**src/rtl/mem_port_seq_pkg.sv**
```systemverilog
// rtl/mem_port_seq_pkg.sv - shared state, byte-count and ls_type encodings for mem_port_seq
package mem_port_seq_pkg;

    typedef enum logic [1:0] {
        ST_IDLE  = 2'd0,
        ST_FETCH = 2'd1,
        ST_LOAD  = 2'd2,
        ST_STORE = 2'd3
    } state_t;

    // Load/store width encodings (funct3 style)
    localparam logic [2:0] LS_LB  = 3'b000;
    localparam logic [2:0] LS_LH  = 3'b001;
    localparam logic [2:0] LS_LW  = 3'b010;
    localparam logic [2:0] LS_LBU = 3'b100;
    localparam logic [2:0] LS_LHU = 3'b101;
    localparam logic [2:0] LS_SB  = 3'b000;
    localparam logic [2:0] LS_SH  = 3'b001;
    localparam logic [2:0] LS_SW  = 3'b010;

    // Bytes moved per access
    localparam logic [2:0] NB_BYTE = 3'd1;
    localparam logic [2:0] NB_HALF = 3'd2;
    localparam logic [2:0] NB_WORD = 3'd4;

    // Number of serial bytes needed for a load or store of the given type
    function automatic logic [2:0] byte_count(input logic is_store, input logic [2:0] t);
        logic [2:0] n;
        n = NB_WORD;
        if (is_store) begin
            case (t)
                LS_SB:   n = NB_BYTE;
                LS_SH:   n = NB_HALF;
                LS_SW:   n = NB_WORD;
                default: n = NB_WORD;
            endcase
        end else begin
            case (t)
                LS_LB, LS_LBU: n = NB_BYTE;
                LS_LH, LS_LHU: n = NB_HALF;
                LS_LW:         n = NB_WORD;
                default:       n = NB_WORD;
            endcase
        end
        return n;
    endfunction

endpackage

```
**src/rtl/mem_port_seq_load_ext.sv**
```systemverilog
// rtl/mem_port_seq_load_ext.sv - combinational sign/zero extension of an assembled load word
module load_ext
    import mem_port_seq_pkg::*;
#(
    parameter int DATA_W = 32
) (
    input  logic [DATA_W-1:0] raw,
    input  logic [2:0]        ls_type,
    output logic [DATA_W-1:0] ext
);

    // Pick extension from the load type; word loads pass through
    always_comb begin
        ext = raw;
        case (ls_type)
            LS_LB:   ext = {{(DATA_W-8){raw[7]}}, raw[7:0]};
            LS_LH:   ext = {{(DATA_W-16){raw[15]}}, raw[15:0]};
            LS_LBU:  ext = {{(DATA_W-8){1'b0}}, raw[7:0]};
            LS_LHU:  ext = {{(DATA_W-16){1'b0}}, raw[15:0]};
            default: ext = raw;
        endcase
    end

endmodule

```
**src/rtl/mem_port_seq.sv**
```systemverilog
// rtl/mem_port_seq.sv - byte-serial fetch/load/store sequencer (optional ARB_ROUND_ROBIN_EN arbitration)
module mem_port_seq
    import mem_port_seq_pkg::*;
#(
    parameter int ADDR_W = 32,
    parameter int DATA_W = 32
) (
    input  logic              clk,
    input  logic              rst_n,
    input  logic              rdy,
    input  logic              if_req,
    input  logic [ADDR_W-1:0] if_addr,
    output logic              if_done,
    output logic [DATA_W-1:0] if_inst,
    input  logic              ls_req,
    input  logic              ls_wr,
    input  logic [2:0]        ls_type,
    input  logic [ADDR_W-1:0] ls_addr,
    input  logic [DATA_W-1:0] ls_wdata,
    output logic              ls_done,
    output logic [DATA_W-1:0] ls_rdata,
    input  logic              flush,
    input  logic [7:0]        mem_din,
    output logic [7:0]        mem_dout,
    output logic [ADDR_W-1:0] mem_a,
    output logic              mem_wr
);

    localparam int NLANE = DATA_W / 8;

    state_t            state;
    logic [2:0]        cnt;
    logic [2:0]        cnt_nxt;
    logic [2:0]        nbytes;
    logic [2:0]        ltype;
    logic [DATA_W-1:0] dbuf;
    logic [DATA_W-1:0] asm_buf;
    logic [DATA_W-1:0] ext_data;
    logic [7:0]        sbyte_nxt;
    logic              accept_ok;
    logic              grant_ls;
    logic              grant_if;

    assign cnt_nxt = cnt + 3'd1;

    // Acceptance is blocked by flush and during the done-pulse cycle so a level-held request is not re-taken
    assign accept_ok = (state == ST_IDLE) && !flush && !if_done && !ls_done;

`ifdef ARB_ROUND_ROBIN_EN
    logic last_ls;

    // On a tie, serve whichever requester was not served last
    always_comb begin
        grant_ls = accept_ok && ls_req && (!if_req || !last_ls);
        grant_if = accept_ok && if_req && !grant_ls;
    end

    // Remember who was served last; starts as "fetch"
    always_ff @(posedge clk) begin
        if (!rst_n) begin
            last_ls <= 1'b0;
        end else if (rdy) begin
            if (grant_ls) begin
                last_ls <= 1'b1;
            end else if (grant_if) begin
                last_ls <= 1'b0;
            end
        end
    end
`else
    // Load/store always wins over fetch
    always_comb begin
        grant_ls = accept_ok && ls_req;
        grant_if = accept_ok && if_req && !ls_req;
    end
`endif

    // Merge the byte arriving this cycle into its lane of the read buffer
    always_comb begin
        asm_buf = dbuf;
        for (int i = 0; i < NLANE; i++) begin
            if (cnt == 3'(i + 1)) begin
                asm_buf[8*i +: 8] = mem_din;
            end
        end
    end

    // Next store byte to present on mem_dout
    always_comb begin
        sbyte_nxt = 8'h00;
        for (int i = 0; i < NLANE; i++) begin
            if (cnt_nxt == 3'(i)) begin
                sbyte_nxt = dbuf[8*i +: 8];
            end
        end
    end

    load_ext #(
        .DATA_W(DATA_W)
    ) u_load_ext (
        .raw    (asm_buf),
        .ls_type(ltype),
        .ext    (ext_data)
    );

    // Sequencer FSM with registered memory-port and completion outputs
    always_ff @(posedge clk) begin
        if (!rst_n) begin
            state    <= ST_IDLE;
            cnt      <= 3'd0;
            nbytes   <= 3'd0;
            ltype    <= 3'd0;
            dbuf     <= '0;
            if_done  <= 1'b0;
            if_inst  <= '0;
            ls_done  <= 1'b0;
            ls_rdata <= '0;
            mem_dout <= 8'h00;
            mem_a    <= '0;
            mem_wr   <= 1'b0;
        end else if (rdy) begin
            if_done <= 1'b0;
            ls_done <= 1'b0;
            case (state)
                ST_IDLE: begin
                    mem_a    <= '0;
                    mem_wr   <= 1'b0;
                    mem_dout <= 8'h00;
                    cnt      <= 3'd0;
                    if (grant_ls) begin
                        nbytes <= byte_count(ls_wr, ls_type);
                        ltype  <= ls_type;
                        mem_a  <= ls_addr;
                        if (ls_wr) begin
                            state    <= ST_STORE;
                            dbuf     <= ls_wdata;
                            mem_wr   <= 1'b1;
                            mem_dout <= ls_wdata[7:0];
                        end else begin
                            state <= ST_LOAD;
                            dbuf  <= '0;
                        end
                    end else if (grant_if) begin
                        state  <= ST_FETCH;
                        nbytes <= NB_WORD;
                        ltype  <= LS_LW;
                        mem_a  <= if_addr;
                        dbuf   <= '0;
                    end
                end
                ST_FETCH, ST_LOAD: begin
                    if (flush) begin
                        state <= ST_IDLE;
                        cnt   <= 3'd0;
                        dbuf  <= '0;
                        mem_a <= '0;
                    end else if (cnt == nbytes) begin
                        state <= ST_IDLE;
                        cnt   <= 3'd0;
                        dbuf  <= '0;
                        mem_a <= '0;
                        if (state == ST_FETCH) begin
                            if_done <= 1'b1;
                            if_inst <= asm_buf;
                        end else begin
                            ls_done  <= 1'b1;
                            ls_rdata <= ext_data;
                        end
                    end else begin
                        dbuf <= asm_buf;
                        cnt  <= cnt_nxt;
                        // Stop driving an address once the last byte has been requested
                        if (cnt_nxt < nbytes) begin
                            mem_a <= mem_a + ADDR_W'(1);
                        end else begin
                            mem_a <= '0;
                        end
                    end
                end
                ST_STORE: begin
                    // Stores ignore flush: once started they always complete
                    if (cnt_nxt < nbytes) begin
                        cnt      <= cnt_nxt;
                        mem_a    <= mem_a + ADDR_W'(1);
                        mem_dout <= sbyte_nxt;
                    end else begin
                        state    <= ST_IDLE;
                        cnt      <= 3'd0;
                        dbuf     <= '0;
                        mem_a    <= '0;
                        mem_wr   <= 1'b0;
                        mem_dout <= 8'h00;
                        ls_done  <= 1'b1;
                    end
                end
                default: begin
                    state <= ST_IDLE;
                end
            endcase
        end
    end

endmodule

```
**config.mk**
```make
export PLATFORM = sky130hd
export DESIGN_NAME = mem_port_seq
export DESIGN_NICKNAME = d
export VERILOG_FILES = /design/src/rtl/mem_port_seq_pkg.sv /design/src/rtl/mem_port_seq_load_ext.sv /design/src/rtl/mem_port_seq.sv
export SDC_FILE = /design/constraint.sdc
export NUM_CORES = 1
export LEC_CHECK = 0
export ABC_AREA = 1
export BUFFER_PORTS_ARGS = -buffer_cell sky130_fd_sc_hd__buf_2
export CAP_MARGIN = 5
export CELL_PAD_IN_SITES_DETAIL_PLACEMENT = 1
export CELL_PAD_IN_SITES_GLOBAL_PLACEMENT = 1
export CORE_UTILIZATION = 40
export DETAILED_ROUTE_END_ITERATION = 6
export GPL_ROUTABILITY_DRIVEN = 0
export PLACE_DENSITY_LB_ADDON = 0.1
export SYNTH_ARGS = -nofsm -noshare
export SYNTH_HDL_FRONTEND = slang
export SYNTH_SLANG_ARGS = --single-unit
```
**constraint.sdc**
```tcl
create_clock -name clk -period 3.19 [get_ports clk]
set_input_delay 0 -clock clk [delete_from_list [all_inputs] [get_ports clk]]
set_output_delay 0 -clock clk [all_outputs]
set_load 0.02 [all_outputs]
```
* Word level (Yosys, flattened, before mapping) *
Cells that the tools add are included.
W data, S select, Z words.

operators by class
  add/subtract/negate cells = 2
  $lt $le $gt $ge = 1
  eq/ne operators = 20
  mux-type cells = 57
  bitwise gates (word level) = 2
  reduce and logical (&&, ||, !) cells = 26

operators with widths
  kind                     number
  $mux W32                 11
  $pmux W32 S3             2
  $pmux W32 S4             1
  $mux W8                  11
  $add A32 B1 Y32 const B  1
  $mux W3                  8
  $pmux W8 S2              1
  $eq A3 B3 Y1 const B     5
  $eq A3 B1 Y1 const B     4
  $eq A3 B2 Y1 const B     4
  $mux W1                  12
  $pmux W3 S2              2
  $mux W2                  5
  $reduce_and A5 Y1        2
  $logic_not A3 Y1         3
  $pmux W3 S3              1
  $reduce_and A3 Y1        3
  $logic_and A1 B1 Y1      6
  $ne A3 B3 Y1 const B     2
  $pmux W2 S3              1
  $reduce_or A2 Y1         3
  $eq A2 B2 Y1 const B     2
  $logic_not A1 Y1         4
  $pmux W1 S2              2
  10 further kinds         12

storage, ports and cells
  register bits = 150
  output and inout bits = 107
  logic and storage cells = 120

* Depth between registers and ports, before layout *
  depth in word-level cells = 9
  depth in mapped cells = 13

* Modules after synthesis *
A second synthesis with hierarchy kept.

unflattened totals
  cell total of the unflattened synthesis = 1450
  area total of the unflattened synthesis = 8907.3 sq um

by module, submodules not included
  module        times used  cells an instance  area each (sq um)  sequential area each (sq um)
  mem_port_seq  1           1380               8518.2             3002.9
  load_ext      1           70                 389.1              0.0

* Worst setup path before layout *
Ideal clock, no wire load.

  kind = reg-to-reg
  start point = register cnt[0]
  end point = register dbuf[0]
  library setup time = 0.117 ns
  arrival time = 1.888 ns
  data required time = 3.073 ns
  slack = 1.185 ns
  cell stages (with the launch flop) = 12
  buffers on the path = 1
  clock period less this slack = 2.005 ns
  cells stage by stage = dfxtp_1 -> inv_1 -> ha_1 -> ha_1 -> nand2_1 -> nand3b_1 -> nand2_1 -> nand2_1 -> nand3_2 -> buf_2 -> nor3_1 -> nor2_1

on the way
  cells in the longest elaborated chain, start to end = 5
  elaborated cells on any way between the ends = 10

ends and longest elaborated chain
  element                                                                line                 text
  from (decl)                                                            mem_port_seq.sv:32   logic [2:0] cnt;
  from (signal assigned)                                                 mem_port_seq.sv:171  cnt <= cnt_nxt;
  from (signal assigned)                                                 mem_port_seq.sv:183  cnt <= cnt_nxt;
  parallel branches: the longest is 5 deep, another holds $add A3 B1 Y3  n/a
  to (signal assigned)                                                   mem_port_seq.sv:136  dbuf <= ls_wdata;
  to (signal assigned)                                                   mem_port_seq.sv:170  dbuf <= asm_buf;
  to (decl)                                                              mem_port_seq.sv:36   logic [DATA_W-1:0] dbuf;

Several ways; the timed one is not identified.
A chain may end at the register's enable or synchronous reset.

* Worst setup path in the final report *
  start point = register state[0]
  end point = register nbytes[1]

on the way
  cells in the longest elaborated chain, start to end = 8
  elaborated cells on any way between the ends = 10

ends and longest elaborated chain
  element                              line                                     text
  from (decl)                          mem_port_seq.sv:31                       state_t state;
  from (signal assigned)               mem_port_seq.sv:109                      state <= ST_IDLE;
  from (signal assigned)               mem_port_seq.sv:135                      state <= ST_STORE;
  from (signal assigned)               mem_port_seq.sv:140                      state <= ST_LOAD;
  $logic_not A2 Y1 *                   mem_port_seq.sv:47, mem_port_seq.sv:124
  $logic_and A1 B1 Y1 (3 in a row)     mem_port_seq.sv:47                       assign accept_ok = (state == ST_IDLE) && !flush && !if_done && !ls_done;
  $logic_and A1 B1 Y1 (2 in a row)     mem_port_seq.sv:74                       grant_if = accept_ok && if_req && !ls_req;
  $reduce_bool A2 Y1 (no source line)  n/a
  $reduce_and A3 Y1 (no source line)   n/a
  to (signal assigned)                 mem_port_seq.sv:131                      nbytes <= byte_count(ls_wr, ls_type);
  to (decl)                            mem_port_seq.sv:34                       logic [2:0] nbytes;

Every way passes the cells marked *; elsewhere a longest branch is shown, timed or not.

==> summary.txt <==
Outcome
  • Outcome: finished, violations left
  • Violated checks: negative hold slack

Logic synthesis
  • Yosys warns: 0
  • Cell Area, Synth: a little under 9000 µm²
  • Synth cell count leaders: nand2_1, nor2_1, dfxtp_1
  • Post-Synth Simple-Gate Area: 33.6%
  • Cell with the most instances after synthesis: nand2_1
  • #FFs+latches synth: 150
  • Cells after synthesis: 1,421
  • Synth top area share: 34.2%
  • Post-synthesis sequential area ratio: 34.2%
  • Post-synth EDFFs: 0
  • Adder-cell area share of the yosys netlist: 1.85%
  • Top post-synthesis cells by area: dfxtp_1, nand2_1, o21ai_0
  • Mux share of post-synthesis cell area: 0%
  • Syn Area/Cell: 6.19 µm²
  • Area fraction in compound gates after synthesis: 19.1%
  • Main combinational cell family by area after synthesis: simple AND/OR/NAND/NOR gates
  • Distinct cells, synth: 41
  • Net Count, Synth: roughly 1,500
  • Xor and xnor area share after synthesis: 0.797%
  • Synth Flop Type: dfxtp_1
  • Fraction of registers with async set/reset: 0%
  • Cell taking the most area after synthesis: dfxtp_1

Place
  • Cells after DPL: 1,860
  • Dpl hpwl: 24,400 µm
  • Placed instance area: 9980 µm²
  • PortBufs: between 200 and 250

Floorplan
  • Row count: 53
  • Core Area: 21,300 µm²
  • Num ports: 221
  • Die area: 22,600 µm²
  • Die W: about 150 µm
  • Die Span Y: 150 µm
  • Initial Util: 41.3%

Cells and area
  • Post-route core utilization: between 50% and 60%
  • Share of layout cells above drive strength 1: 18.1%
  • Post-route cell area: 11,300 µm²
  • Area Growth Syn to Fin: 28.5%
  • Filler cell count: 2,965
  • Final-stage net count: 1,801
  • Non-filler instance count after layout: 1,965

Timing
  • Pins Over Slew Limit: 0
  • Period utilization: 87.2%
  • RSZ-0062 raised after global routing: no
  • Slew @ Worst Pin: roughly 1.1 ns
  • Worst Skew: 0.0130 ns
  • Hold_ws: -0.00974 ns
  • Final setup vio count: 0
  • FMAX: about 0.36 GHz
  • Slew headroom: 29.0%
  • Min Tclk post-route: around 2.8 ns
  • Setup TNS: 0 ns
  • Hold Vio Cnt, Final: 2

GRT
  • Met1 GRT Util: 42.7%
  • GR Layer Usage met2: around 50%
  • GR peak layer: met2
  • Met3 GRT Util: 6.21%
  • Grt ovf: 0
  • Initial antenna violation count: 4
  • Vias in the first global route: 10,400
  • Tot GR Track Use: between 30% and 40%
  • First-pass GRT wire length: roughly 55,000 µm
  • Largest net degree at the start of global routing: 84

CTS
  • Clock latency at the later pin of the worst-skew pair: roughly 0.44 ns
  • Post-CTS Resized: 0
  • CTS tree: yes
  • Root Driver: clkbuf_16
  • Clock Path Buffers: 2
  • CTS sink count: 150
  • H-tree Lvls: 4
  • Clock-pin slew on the worst setup and hold paths: 0.07 ns
  • CTS buffer count: 17

Setup path
  • CP max FO: 38
  • CP Launch Type: flop
  • Worst r2r src: state[0]
  • WS Path Type: flop to flop
  • R2R Path End: nbytes[1]
  • R2R setup slack: 0.41 ns
  • Critical path origin: state[0]
  • Peak per-stage delay on the critical path: 0.57 ns
  • Worst EP arrival: 3.14 ns
  • Crit-path cells: inv_1 > ha_1 > inv_1 > nor2_1 > nand2_1 > nor2_4 > buf_4 > nand3b_1 > a21oi_1 > nand2_1 > dlygate4sd3_1 > a21oi_1
  • Slowest stage cell on the critical path: dlygate4sd3_1
  • CP required: 3.55 ns
  • Critical Path Sink: nbytes[1]
  • Crit end category: flop
  • FF-to-FF path depth: 12

Routing
  • Post-route DRC: 0
  • WL/cell: about 18 µm
  • WL final: 34,800 µm
  • Initial drt markers: 793
  • DR vias/cell: 5.35
  • Number of nets with antenna violations after routing: 0
  • TritonRoute pass-1 iters: 5
  • Vias: 10,500

Pwr
  • LEAKAGE: approximately 5.2 nW
  • Internal power: between 3 and 4 mW
  • Clk pwr share: 36.3%
  • Total power: 5.68 mW
  • Pwr dens: 503 nW/µm²
  • Sw Share: around 37%
  • IR drop worst, VDD: 0.435 mV
  • Comb pwr share: 25.9%
  • Flop pwr share: 37.7%
  • Switching power: 2.13 mW

Hold path
  • Hold crit path type: input pin to flop

Job
  • Maximum capacitance violations: 0
[worst min path at each step]
stage / to / slack [ns] / from / depth (start not counted)
final: mem_a[6] / -0.01 / ls_addr[6] / 5
after detailed placement: dbuf[20] / 0.27 / ls_wdata[20] / 3
after CTS: mem_a[6] / 0.0003 / if_addr[6] / 5
after global routing: mem_a[6] / 0.03 / if_addr[6] / 5
after floorplan: nbytes[1] / 0.14 / ls_type[0] / 2
after global placement: dbuf[20] / 0.27 / ls_wdata[20] / 3
[final cells by class]
class	count	area, µm²	area share, %
clock buffer	17	425	3.77
tap	275	344	3.05
sequential	150	3000	26.6
antenna	3	7.51	0.0665
timing repair buffer	308	1940	17.1
multi-input combinational	1058	4870	43.1
clock inverter	15	181	1.61
inverter	139	528	4.67
[through the flow]
step                hold slack [ns]  setup slack [ns]
floorplan                     0.143              1.19
global placement              0.265             0.642
detailed placement            0.271             0.420
CTS                        0.000306             0.395
global route                 0.0321             0.135
finish                     -0.00974             0.408
[placed cells by master (no fill, tap or decap), drive strengths merged, types with 17 or more instances in the layout]
cell         Yosys  final
nand2          438    438
clkbuf          34     17
nand4           22     22
buf             40    238
dfxtp          150    150
a21oi          136    136
dlygate4sd3      0     70
nand3           70     70
inv            135    141
o21ai          159    159
nor2           170    170
[what timing repair did]
item / 4_1_cts / 5_1_grt
setup buffers: 0 / 0
setup endpoints to repair: 0 / 0
endpoints found under the hold margin: 65 / 0
hold buffers: 70 / 0
[logic make-up after synthesis]
| group | Yosys count |
|---|---|
| and+or+nand+nor | 715 |
| DFF | 150 |
| AOI/OAI and AO/OA | 322 |
| buffers and inverters | 213 |
| xor gates and xnor gates | 8 |
| adders and majority gates | 13 |
[critical path: cells and delay by family, from the launching register on]
kind                     cells  cell delay (ns)
adder cells (fa/ha/maj)      1             0.19
AND/OR/NAND/NOR              5             0.66
flip-flops                   1             0.34
buffers and inverters        4             1.13
AO/OA/AOI/OAI                2             0.40
[power by group through the flow]
stage	Combinational [mW]	Clock (mW)	Sequential (mW)
CTS	1.45	2.08	2.14
finish	1.47	2.06	2.14
global placement	1.32	0	2.18
global route	1.62	2.17	2.16
floorplan	0.804	0	2.23
detailed placement	1.35	0	2.18
[flip-flops by register name, summed over array words and instances, names as in the netlist, 2 cells and up]
name and count:
dbuf 32, if_inst 32, state 2, ltype 3
mem_a 32, ls_rdata 32, cnt 3, mem_dout 8
nbytes 3
[layer usage]
metal | share of wire [%] | wire, µm
met5 | 0 | 0
met2 | 45 | 15700
met4 | 1.9 | 660
met1 | 46 | 15900
met3 | 7.4 | 2580
No activity file was read; power rests on OpenSTA's default activity.
